<file path="src/rtl/gs_rect_pkg.sv">
// Shared types and screen constants for the rectangle pixel writer.
package gs_rect_pkg;

    typedef enum logic [1:0] {
        IDLE = 2'd0,
        SCAN = 2'd1,
        DONE = 2'd2
    } state_t;

    typedef logic [10:0] coord_t;
    typedef logic [7:0]  gs_t;

    localparam int unsigned DEF_SCREEN_W = 640;
    localparam int unsigned DEF_SCREEN_H = 480;

endpackage

</file>
<file path="src/rtl/gs_rect_writer_scan_counter.sv">
// Column/row walker for the rectangle; flags describe the position the counter moves to this cycle.
module rect_scan_counter
    import gs_rect_pkg::*;
(
    input  logic   clock,
    input  logic   reset_n,
    input  logic   load,
    input  logic   advance,
    input  coord_t width_in,
    input  coord_t height_in,
    output coord_t col_nxt,
    output coord_t row_nxt,
    output logic   first_col,
    output logic   last_col,
    output logic   first_row,
    output logic   last_row,
    output logic   last_pixel
);

    coord_t w_q, w_d, h_q, h_d;
    coord_t col_q, col_d, row_q, row_d;

    always_comb begin
        w_d   = w_q;
        h_d   = h_q;
        col_d = col_q;
        row_d = row_q;
        if (load) begin
            w_d   = width_in;
            h_d   = height_in;
            col_d = '0;
            row_d = '0;
        end else if (advance) begin
            if (col_q == w_q - 11'd1) begin
                col_d = '0;
                row_d = row_q + 11'd1;
            end else begin
                col_d = col_q + 11'd1;
            end
        end
    end

    always_ff @(posedge clock or negedge reset_n) begin
        if (!reset_n) begin
            w_q   <= '0;
            h_q   <= '0;
            col_q <= '0;
            row_q <= '0;
        end else begin
            w_q   <= w_d;
            h_q   <= h_d;
            col_q <= col_d;
            row_q <= row_d;
        end
    end

    // Next-position flags let the top register pixel_GS together with the coordinate.
    assign col_nxt    = col_d;
    assign row_nxt    = row_d;
    assign first_col  = (col_d == '0);
    assign last_col   = (col_d == w_d - 11'd1);
    assign first_row  = (row_d == '0);
    assign last_row   = (row_d == h_d - 11'd1);
    assign last_pixel = (col_q == w_q - 11'd1) && (row_q == h_q - 11'd1);

endmodule

</file>
<file path="src/rtl/gs_rect_writer.sv">
// Commandable, handshaked, screen-clipped rectangle writer for the grayscale framebuffer.
// Optional border shading is built when GS_RECT_BORDER_EN is defined.
module gs_rect_writer
    import gs_rect_pkg::*;
#(
    parameter int unsigned SCREEN_W = DEF_SCREEN_W,
    parameter int unsigned SCREEN_H = DEF_SCREEN_H
)
(
    input  logic   clock,
    input  logic   reset_n,
    input  logic   start,
    input  coord_t x0,
    input  coord_t y0,
    input  coord_t width,
    input  coord_t height,
    input  gs_t    fill_gs,
    input  gs_t    border_gs,
    input  logic   pixel_ready,
    output coord_t x,
    output coord_t y,
    output gs_t    pixel_GS,
    output logic   pixel_write,
    output logic   busy,
    output logic   done
);

    localparam logic [11:0] SCR_W = 12'(SCREEN_W);
    localparam logic [11:0] SCR_H = 12'(SCREEN_H);

    state_t state_q, state_d;
    coord_t x0_q, x0_d, y0_q, y0_d;
    gs_t    fill_q, fill_d, border_q, border_d;
    coord_t x_q, x_d, y_q, y_d;
    gs_t    gs_q, gs_d;
    logic   pw_q, pw_d, busy_q, busy_d, done_q, done_d;

    logic   load, advance;
    coord_t col_nxt, row_nxt;
    logic   first_col, last_col, first_row, last_row, last_pixel;
    logic [11:0] xs, ys;
    logic   clipped;
    gs_t    beat_gs;

    assign load    = (state_q == IDLE) && start;
    assign advance = (state_q == SCAN) && (!pw_q || pixel_ready);

    assign x0_d     = load ? x0        : x0_q;
    assign y0_d     = load ? y0        : y0_q;
    assign fill_d   = load ? fill_gs   : fill_q;
    assign border_d = load ? border_gs : border_q;

    rect_scan_counter u_cnt (
        .clock      (clock),
        .reset_n    (reset_n),
        .load       (load),
        .advance    (advance),
        .width_in   (width),
        .height_in  (height),
        .col_nxt    (col_nxt),
        .row_nxt    (row_nxt),
        .first_col  (first_col),
        .last_col   (last_col),
        .first_row  (first_row),
        .last_row   (last_row),
        .last_pixel (last_pixel)
    );

    // 12-bit sums so an origin near 2047 plus an offset cannot wrap back on-screen.
    assign xs      = {1'b0, x0_d} + {1'b0, col_nxt};
    assign ys      = {1'b0, y0_d} + {1'b0, row_nxt};
    assign clipped = (xs >= SCR_W) || (ys >= SCR_H);

`ifdef GS_RECT_BORDER_EN
    assign beat_gs = (first_col || last_col || first_row || last_row) ? border_d : fill_d;
`else
    logic unused_border;
    assign unused_border = ^{border_d, first_col, last_col, first_row, last_row};
    assign beat_gs = fill_d;
`endif

    always_comb begin
        state_d = state_q;
        x_d     = x_q;
        y_d     = y_q;
        gs_d    = gs_q;
        pw_d    = pw_q;
        busy_d  = busy_q;
        done_d  = 1'b0;
        case (state_q)
            IDLE: begin
                if (start) begin
                    busy_d = 1'b1;
                    if (width == '0 || height == '0) begin
                        state_d = DONE;
                        done_d  = 1'b1;
                    end else begin
                        state_d = SCAN;
                        x_d     = xs[10:0];
                        y_d     = ys[10:0];
                        gs_d    = beat_gs;
                        pw_d    = !clipped;
                    end
                end
            end
            SCAN: begin
                if (advance) begin
                    if (last_pixel) begin
                        state_d = DONE;
                        done_d  = 1'b1;
                        pw_d    = 1'b0;
                    end else begin
                        x_d  = xs[10:0];
                        y_d  = ys[10:0];
                        gs_d = beat_gs;
                        pw_d = !clipped;
                    end
                end
            end
            DONE: begin
                state_d = IDLE;
                busy_d  = 1'b0;
            end
            default: begin
                state_d = IDLE;
                pw_d    = 1'b0;
                busy_d  = 1'b0;
            end
        endcase
    end

    always_ff @(posedge clock or negedge reset_n) begin
        if (!reset_n) begin
            state_q  <= IDLE;
            x0_q     <= '0;
            y0_q     <= '0;
            fill_q   <= '0;
            border_q <= '0;
            x_q      <= '0;
            y_q      <= '0;
            gs_q     <= '0;
            pw_q     <= 1'b0;
            busy_q   <= 1'b0;
            done_q   <= 1'b0;
        end else begin
            state_q  <= state_d;
            x0_q     <= x0_d;
            y0_q     <= y0_d;
            fill_q   <= fill_d;
            border_q <= border_d;
            x_q      <= x_d;
            y_q      <= y_d;
            gs_q     <= gs_d;
            pw_q     <= pw_d;
            busy_q   <= busy_d;
            done_q   <= done_d;
        end
    end

    assign x           = x_q;
    assign y           = y_q;
    assign pixel_GS    = gs_q;
    assign pixel_write = pw_q;
    assign busy        = busy_q;
    assign done        = done_q;

endmodule

</file>
<file path="config.mk">
export PLATFORM = sky130hd
export DESIGN_NAME = gs_rect_writer
export DESIGN_NICKNAME = d
export VERILOG_FILES = /design/src/rtl/gs_rect_pkg.sv /design/src/rtl/gs_rect_writer_scan_counter.sv /design/src/rtl/gs_rect_writer.sv
export SDC_FILE = /design/constraint.sdc
export NUM_CORES = 1
export LEC_CHECK = 0
export ABC_AREA = 1
export ABC_CLOCK_PERIOD_IN_PS = 4200
export CAP_MARGIN = 30
export CORE_ASPECT_RATIO = 1.5
export CORE_MARGIN = 1.5
export CORE_UTILIZATION = 33
export CTS_CLUSTER_DIAMETER = 40
export DETAILED_ROUTE_END_ITERATION = 10
export GPL_TIMING_DRIVEN = 0
export PLACE_DENSITY = 0.53
export RECOVER_POWER = 50
export SLEW_MARGIN = 20
export SYNTH_ARGS = -nofsm -noshare
export SYNTH_HDL_FRONTEND = slang
export SYNTH_SLANG_ARGS = --single-unit
</file>
<file path="constraint.sdc">
create_clock -name clock -period 4.2 [get_ports clock]
set_input_delay 0.63 -clock clock [delete_from_list [all_inputs] [get_ports clock]]
set_output_delay 0.63 -clock clock [all_outputs]
set_load 0.02 [all_outputs]
</file>
# Word level (Yosys, flattened, before mapping)
# Cells that the tools add are included.
[word_totals]
register_bits = 109
word_cells = 90
[op_classes]
addsub = 6
magnitude_cmp = 2
n_eq_ne = 9
n_mux = 41
bitwise = 2
n_reduce_logical = 16
[op_table]
columns = ["op", "n"]
rows = [
  ["$mux W11", 16],
  ["$pmux W11 S2", 2],
  ["$mux W8", 5],
  ["$add A11 B11 Y12", 2],
  ["$add A11 B1 Y11 const B", 2],
  ["$eq A11 B11 Y1", 2],
  ["$logic_not A11 Y1", 2],
  ["$sub A11 B1 Y11 const B", 2],
  ["$pmux W8 S2", 1],
  ["$ge A12 B10 Y1 const B", 1],
  ["$ge A12 B9 Y1 const B", 1],
  ["$ne A2 B2 Y1 const B", 5],
  ["$mux W1", 9],
  ["$mux W2", 4],
  ["$reduce_and A5 Y1", 1],
  ["$pmux W1 S2", 2],
  ["$pmux W2 S2", 1],
  ["$reduce_and A4 Y1", 1],
  ["$logic_and A1 B1 Y1", 3],
  ["$logic_or A1 B1 Y1", 3],
  ["$pmux W1 S3", 1],
  ["$reduce_and A3 Y1", 1],
  ["$eq A2 B1 Y1 const B", 1],
  ["$eq A2 B2 Y1 const B", 1],
  ["other kinds (5)", 7],
]

# Logic depth before layout (Yosys ltp)
# Gate-level depths: netlist of the first run.
[depth]
word_depth = 12
mapped_depth = 31
mapped_depth_nobuf = 31

# By module
# A second synthesis of the first run with hierarchy kept.
[unflattened]
hier_cells = 1054
hier_area_um2 = 7412.1
[modules_own_cells]
columns = ["module", "instances", "cells_each", "area_per_inst_um2", "seq_area_each_um2"]
rows = [
  ["gs_rect_writer", 1, 515, 3757.4, 1626.6],
  ["rect_scan_counter", 1, 539, 3654.8, 1101.1],
]

# Worst setup path after synthesis of the first run
# No wires, ideal clock.
[synth_timing]
path_kind = "register to register"
start = "reg u_cnt.w_q[0]"
end = "reg pw_q (netlist: pixel_write)"
arrival_time_ps = 3375
t_required_ps = 4083
setup_slack_ps = 708
path_stages_with_launch = 23
n_path_buf = 0
synth_period_minus_slack_ps = 3492
path_cell_list = "dfrtp_1 inv_1 ha_1 nand2_2 nor2_2 nand3_1 nand2_1 nor2_1 nand2_1 nor2_4 nand2_2 nand2_1 nor3_1 ha_1 inv_1 fa_1 o21ai_0 a21oi_1 o21ai_0 xor2_1 nor2_1 nand3_1 nand2_1"
[synth_between]
elab_chain_cells = 12
elab_cells_between_ends = 20
[synth_rtl]
columns = ["item", "line", "source"]
rows = [
  ["start: declaration", "gs_rect_writer_scan_counter.sv:20", "coord_t w_q, w_d, h_q, h_d;"],
  ["start signal: assignment", "gs_rect_writer_scan_counter.sv:50", "w_q <= w_d;"],
  ["$sub A11 B1 Y11 *", "gs_rect_writer_scan_counter.sv:34", "if (col_q == w_q - 11'd1) begin"],
  ["$eq A11 B11 Y1 *", "gs_rect_writer_scan_counter.sv:34", ""],
  ["$mux W11 *", "gs_rect_writer_scan_counter.sv:34", ""],
  ["$mux W11 *", "gs_rect_writer_scan_counter.sv:33", "end else if (advance) begin"],
  ["$mux W11 *", "gs_rect_writer_scan_counter.sv:28", "if (load) begin"],
  ["net col_nxt[0]", "gs_rect_writer.sv:39", "coord_t col_nxt, row_nxt;"],
  ["$add A11 B11 Y12 *", "gs_rect_writer.sv:70", "assign xs = {1'b0, x0_d} + {1'b0, col_nxt};"],
  ["$ge A12 B10 Y1 *", "gs_rect_writer.sv:72", "assign clipped = (xs >= SCR_W) || (ys >= SCR_H);"],
  ["$logic_or A1 B1 Y1 *", "gs_rect_writer.sv:72", ""],
  ["$logic_not A1 Y1 *", "gs_rect_writer.sv:102, gs_rect_writer.sv:116", ""],
  ["$mux W1 (on tied branches)", "gs_rect_writer.sv:108, gs_rect_writer.sv:94", ""],
  ["$mux W1 (on tied branches)", "gs_rect_writer.sv:107, gs_rect_writer.sv:92", ""],
  ["$pmux W1 S3 *", "gs_rect_writer.sv:90", "case (state_q)"],
  ["end signal: assignment", "gs_rect_writer.sv:154", "pw_q <= pw_d;"],
  ["end: declaration", "gs_rect_writer.sv:36", "logic pw_q, pw_d, busy_q, busy_d, done_q, done_d;"],
]
# The timed path passes the listed nets; every way through them passes the cells marked *. The select of a mux whose other input is x is not followed.
# A chain may end at the register's enable or synchronous reset.

# Final worst setup path of the first run
[layout_timing]
start = "in start"
end = "reg pw_q (netlist: pixel_write)"
[layout_between]
elab_chain_cells = 9
elab_cells_between_ends = 18
[layout_rtl]
columns = ["item", "line", "source"]
rows = [
  ["start: declaration", "gs_rect_writer.sv:12", "input logic start,"],
  ["$logic_and A1 B1 Y1 *", "gs_rect_writer.sv:45", "assign load = (state_q == IDLE) && start;"],
  ["$mux W11 *", "gs_rect_writer.sv:48", "assign x0_d = load ? x0 : x0_q;"],
  ["net x0_d[0]", "gs_rect_writer.sv:32", "coord_t x0_q, x0_d, y0_q, y0_d;"],
  ["$add A11 B11 Y12 *", "gs_rect_writer.sv:70", ""],
  ["$ge A12 B10 Y1 *", "gs_rect_writer.sv:72", ""],
  ["$logic_or A1 B1 Y1 *", "gs_rect_writer.sv:72", ""],
  ["$logic_not A1 Y1 *", "gs_rect_writer.sv:102, gs_rect_writer.sv:116", ""],
  ["$mux W1 (on tied branches)", "gs_rect_writer.sv:108, gs_rect_writer.sv:94", ""],
  ["$mux W1 (on tied branches)", "gs_rect_writer.sv:107, gs_rect_writer.sv:92", ""],
  ["$pmux W1 S3 *", "gs_rect_writer.sv:90", ""],
]
# Marks and branches as above.

==> impl_metrics.tcl, run 1 <==
set metrics [dict create \
    run_status "complete, but fails checks" \
    insertion_delay_ns 0.37 \
    synthCells 969 \
    crit_arrival_ns 4.22 \
    synthSimpleGateAreaFrac_pct 35.3 \
    hold_start "state_q[1]" \
    place.gp.congestion 0.823 \
    ys_async_sr_fraction_pct 100 \
    ys_warn_count 0 \
    crit_path_max_fanout 10 \
    reg2reg_from "u_cnt.w_q[0]" \
    grt_overflow 0 \
    grt_pass1_wl_mm 30.9 \
    p_per_area_nw_per_um2 755 \
    placed_cell_area_um2 8120 \
    ys_types 38 \
    endpoint_kind "flip-flop" \
    total_power_uw 6400 \
    power_frac_comb_pct 57.7 \
    start_util_pct 33.7 \
    synthTopCellsByCount "nand2_1 (369), inv_1 (114), dfrtp_1 (109)" \
    grt_usage_pct 18.2 \
    dieHeight_um 180 \
    utilization_pct 41.5 \
    place_hpwl_mm 14.6 \
    synthTopCellsByArea "dfrtp_1 (40%), nand2_1 (20%), inv_1 (6.2%)" \
    syn_area_um2 6880 \
    row_count 64 \
    clkSinkCount 109 \
    drt_iter0_markers 178 \
    post_cts_buffers 0 \
    wl_per_cell_um 13.9 \
    finalCritPeriodShare_pct 94.1 \
    pin_count 97 \
    violations "capacitance limit, slew limit" \
    multiInputGateArea_um2 3630 \
    clkTransAtPathRegs_ns 0.08 \
    holdPathEnd "state_q[1]" \
    cap_violations 1 \
    rrSetupSlack_ns 0.34 \
    die_area_um2 21700 \
    ys_seq_area_share_pct 39.6 \
    final_area_um2 8470 \
    synth-edff-count 0 \
    slew_violations 65 \
    wl_mm 18.6 \
    setup_viol 0 \
    hold_viol 0 \
    slew_headroom_pct -107 \
    avgSynthCellArea_um2 7.10 \
    max_slew.worst_pin.slew_ns 3.10 \
    fmax_mhz 253 \
    cts_tree "yes" \
    synth.most_common_cell "nand2_1" \
    area_growth_pct 23.1 \
    start_kind "primary input" \
    ant_nets 0 \
    clkPwrFrac_pct 14.6 \
    p_seq_share_pct 27.8 \
    synth-compound-area-share_pct 7.45 \
    final.setup.tns_ns 0 \
    antenna_found_initial 0 \
    setup_ws_ns 0.249 \
    p_leak_uw 0.00428 \
    cts_buffers 9 \
    net-switching-power_uw 3030 \
    synthFlopType "dfrtp_1" \
    synth_fa_ha_area_share_pct 5.31 \
    min_path_cells 1 \
    drt_pass1_iterations 6 \
    rsz0062_at_grt "false" \
    synth-xor-area-share_pct 4.20 \
    p_int_uw 3370 \
    required_ns 4.46 \
    grt_max_degree 66 \
    synth_top_area_share_pct 39.6 \
    ys_seq_elements 109 \
    finalClockSkew_ns 0.0114 \
    core_um2 20400 \
    seqCellArea_um2 2730 \
    drcViolationCount 0 \
    cts_root_buffer "clkbuf_16" \
    muxShareOfSynthArea_pct 0 \
    period_needed_ns 3.95 \
    cts.path.max_buffers 2 \
    drive_gt1_share_pct 7.64 \
    via_per_inst 4.55 \
    crit_type "primary input to flip-flop" \
    r2r_end "pixel_write" \
    switching_share_pct 47.3 \
    htree_num_levels 3 \
    vias 6078 \
    n_fill_cell 2175 \
    peakVddDrop_mv 0.283 \
    synth_top_family_by_area "simple AND/OR/NAND/NOR gates" \
    hold_path_class "flip-flop to flip-flop" \
    syn_nets 1061 \
    port_buffers 88 \
    num_antenna_cells 0 \
    dp_slack_ns -0.896 \
    reg2regPathDepth 22 \
    die-width_um 121 \
    fin_nets 1160 \
    grt_pass1_vias 6288 \
    yosys.area.top_type "dfrtp_1" \
]
[area by class of cell]
class	count	share of cell area, %
flip-flops and latches	109	32.2
well taps	264	3.90
repair buffers	89	10.7
clock inverters	7	1.11
plain buffers	20	1.48
inverters	116	5.14
multi-input cells	723	42.8
clock buffers	9	2.66
[what timing repair did]
item,CTS,global route
resized for setup,5,10
hold buffers,0,0
setup endpoints to repair,5,4
[flip-flops by register name (all words and copies together), names as in the netlist]
| register | cells |
|---|---|
| u_cnt.col_q | 11 |
| u_cnt.h_q | 11 |
| u_cnt.row_q | 11 |
| u_cnt.w_q | 11 |
| x0_q | 11 |
| x | 11 |
| y0_q | 11 |
| y | 11 |
| fill_q | 8 |
| pixel_GS | 8 |
| state_q | 2 |
| busy | 1 |
| done | 1 |
| pixel_write | 1 |
[worst max-delay path, cell delays in order]
cell,delay [ns]
clkdlybuf4s50_1,0.54
nand2_1,0.11
inv_1,0.08
clkbuf_1,0.40
buf_1,0.48
nand2_1,0.11
nand2_1,0.11
ha_1,0.17
inv_1,0.06
fa_1,0.42
o21ai_2,0.24
a21oi_1,0.14
o21ai_0,0.24
xor2_1,0.27
nor2_1,0.08
nand3_1,0.08
nand2_1,0.05
[power by group through the flow]
stage / Clock, µW / Combinational [µW] / Sequential [µW]
detailed placement: 0 / 3700 / 1790
finish: 932 / 3690 / 1780
global route: 1000 / 4220 / 1830
global placement: 0 / 3670 / 1800
CTS: 955 / 3730 / 1780
floorplan: 0 / 2500 / 1890
[logic make-up after synthesis]
kind of cell	count (synthesis)
AOI/OAI and AO/OA	80
adders and majority gates	28
xor gates and xnor gates	33
buffers and inverters	137
and+or+nand+nor	582
DFF	109
[metal layers]
layer	vias to the layer above	wire length [µm]	global-route usage, %
met2	87	9810	33.5
met1	2754	7890	21.1
met5	-	0	0
li1	3218	-	-
met4	0	357	6.49
met3	19	589	2.54
[placed cells by master, fill, tap and decap left out, drive strengths merged]
| cell | netlist | layout |
|---|---|---|
| xor2 | 24 | 24 |
| or2 | 4 | 4 |
| nand3b | 3 | 3 |
| clkdlybuf4s50 | 0 | 73 |
| a21o | 1 | 1 |
| clkbuf | 10 | 19 |
| dlygate4sd2 | 0 | 1 |
| xnor2 | 9 | 9 |
| o22ai | 1 | 1 |
| a22oi | 1 | 1 |
| nand2 | 375 | 375 |
| dlygate4sd3 | 0 | 14 |
| nor4 | 1 | 1 |
| fa | 2 | 2 |
| dfrtp | 109 | 109 |
| buf | 11 | 11 |
| nor2 | 100 | 100 |
| o21ai | 53 | 53 |
| bufinv | 0 | 1 |
| a21boi | 1 | 1 |
| inv | 116 | 118 |
| a21oi | 16 | 16 |
| clkinvlp | 0 | 1 |
| and2 | 9 | 9 |
| clkinv | 0 | 3 |
| nand3 | 65 | 65 |
| nor3b | 1 | 1 |
| o21bai | 4 | 4 |
| ha | 26 | 26 |
| nand4 | 12 | 12 |
| nor3 | 12 | 12 |
| a31oi | 3 | 3 |
[worst max path at each step]
stage                       startpoint           to  slack [ns]  depth (start not counted)
after detailed placement         start  pixel_write       -0.90                         17
after floorplan           u_cnt.w_q[0]  pixel_write        0.71                         22
after global routing      u_cnt.w_q[0]  pixel_write       0.004                         25
after global placement         reset_n    fill_q[7]       -2.10                          1
final                            start  pixel_write        0.25                         17
after CTS                 u_cnt.w_q[0]  pixel_write        0.02                         28
[metrics by stage]
stage	hold WS, ns	std cells
floorplan	0.334	969
global placement	0.456	1321
detailed placement	0.456	1322
CTS	0.287	1337
global route	0.501	1337
finish	0.468	1337
Power figures use the tool's default switching activity.
==> inputs of run 2 (changes only) <==
Settings changed: DONT_BUFFER_PORTS from default to 1, PLACE_DENSITY 0.53 to 0.47.
==> impl_metrics.tcl, run 2 (synthesized netlist as in run 1, its figures left out) <==
set metrics [dict create \
    run_status "complete, but fails checks" \
    violations "capacitance limit, slew limit" \
    grt_max_degree 110 \
    vias 5755 \
    cts_root_buffer "clkbuf_16" \
    fin_nets 1073 \
    fmax_mhz 260 \
    finalClockSkew_ns 0.00954 \
    slew_headroom_pct -87.4 \
    pin_count 97 \
    place.gp.congestion 0.796 \
    total_power_uw 6180 \
    cts_tree "yes" \
    slew_violations 110 \
    grt_overflow 0 \
    post_cts_buffers 0 \
    n_fill_cell 2220 \
    num_antenna_cells 0 \
    cap_violations 1 \
    required_ns 4.45 \
    insertion_delay_ns 0.36 \
    multiInputGateArea_um2 3660 \
    core_um2 20400 \
    crit_arrival_ns 4.09 \
    cts.path.max_buffers 2 \
    crit_path_max_fanout 10 \
    endpoint_kind "flip-flop" \
    grt_pass1_vias 5920 \
    p_per_area_nw_per_um2 812 \
    cts_buffers 9 \
    finalCritPeriodShare_pct 91.4 \
    clkSinkCount 109 \
    start_util_pct 33.7 \
    start_kind "flip-flop" \
    rsz0062_at_grt "false" \
    grt_pass1_wl_mm 31.1 \
    peakVddDrop_mv 0.320 \
    crit_type "flip-flop to flip-flop" \
    final_cell_mix "nand2_1 (368), inv_1 (113), dfrtp_1 (109), nor2_1 (89), nand3_1 (64)" \
    grt_usage_pct 18.3 \
    drcViolationCount 0 \
    setup_viol 0 \
    drive_gt1_share_pct 8.43 \
    area_growth_pct 10.6 \
    dieHeight_um 180 \
    setup_ws_ns 0.360 \
    min_path_cells 2 \
    clkTransAtPathRegs_ns 0.07 \
    p_leak_uw 0.00391 \
    dp_slack_ns -0.631 \
    period_needed_ns 3.84 \
    hold_path_class "primary input to flip-flop" \
    hold_viol 0 \
    reg2regPathDepth 17 \
    port_buffers 0 \
    ant_nets 0 \
    die_area_um2 21700 \
    drt_pass1_iterations 4 \
    htree_num_levels 3 \
    place_hpwl_mm 14.7 \
    final_common_cell "nand2_1" \
    die-width_um 121 \
    row_count 64 \
    drt_iter0_markers 240 \
    antenna_found_initial 0 \
    max_slew.worst_pin.slew_ns 2.81 \
    seqCellArea_um2 2730 \
    wl_per_cell_um 15.2 \
    via_per_inst 4.61 \
    wl_mm 18.9 \
]
[run 2: metal layers]
| metal | track usage, % | part of all wire (%) | vias to the layer above |
|---|---|---|---|
| li1 | - | - | 3048 |
| met3 | 4.89 | 5.3 | 12 |
| met1 | 20.9 | 41 | 2612 |
| met5 | 0 | 0 | - |
| met4 | 5.51 | 1.4 | 0 |
| met2 | 32.9 | 52 | 83 |
[run 2: worst max-delay path, cell delays in order, from the launching register on]
cell and delay, ns:
dfrtp_1 0.39, nor2_1 0.19, nand2_1 0.12, inv_1 0.09, clkbuf_1 0.44, buf_1 0.53
nand2_1 0.10, nand2_1 0.13, ha_1 0.18, inv_1 0.05, fa_1 0.42, o21ai_2 0.24
a21oi_1 0.14, o21ai_0 0.23, xor2_1 0.27, nor2_1 0.08, nand3_1 0.09, nand2_1 0.05
[run 2: path summary, 6_finish.rpt]
kind                                end  startpoint  slack [ns]
max                         pixel_write  state_q[0]        0.36
max in group asynchronous  u_cnt.w_q[9]     reset_n        1.41
min in group asynchronous       x0_q[2]     reset_n        1.17
min                        u_cnt.h_q[9]   height[9]        0.38
min reg2reg                  state_q[1]  state_q[1]        0.47
max reg2reg                 pixel_write  state_q[0]        0.36
[run 2: cell type report]
type                       instances  share of cell area (%)
clock buffer                      11                    3.19
inverter                         116                    5.76
timing repair buffer               1                  0.0658
buffer                            21                    1.68
clock inverter                     4                   0.954
sequential                       109                    35.8
tap                              264                    4.34
multi-input combinational        723                    48.2
[run 2: what timing repair did]
| item | CTS | global route |
|---|---|---|
| resized for setup | 6 | 16 |
| endpoints found under the hold margin | 109 | 0 |
| pin swaps | 0 | 0 |
| hold buffers | 1 | 0 |
| setup endpoints to repair | 4 | 5 |
| cloned | 0 | 0 |
[run 2: report_power, final]
group / internal, µW / leakage [µW] / total [µW] / switching [µW]
Clock: 536 / 0.000152 / 948 / 412
Combinational: 1170 / 0.00238 / 3270 / 2090
Sequential: 1490 / 0.00138 / 1970 / 478
Total: 3200 / 0.00391 / 6180 / 2980
[run 2: metrics by stage]
step           std cells  util, %  area, µm²  TNS [ns]  hold WS, ns
6_report            1249     37.3       7610         0        0.377
5_1_grt             1249     37.3       7610         0        0.386
4_1_cts             1249     37.1       7570         0        0.237
3_5_place_dp        1233     35.3       7210     -1.59        0.338
3_3_place_gp        1233     35.3       7210     -1.69        0.338
2_1_floorplan        969        -       6880         0        0.334
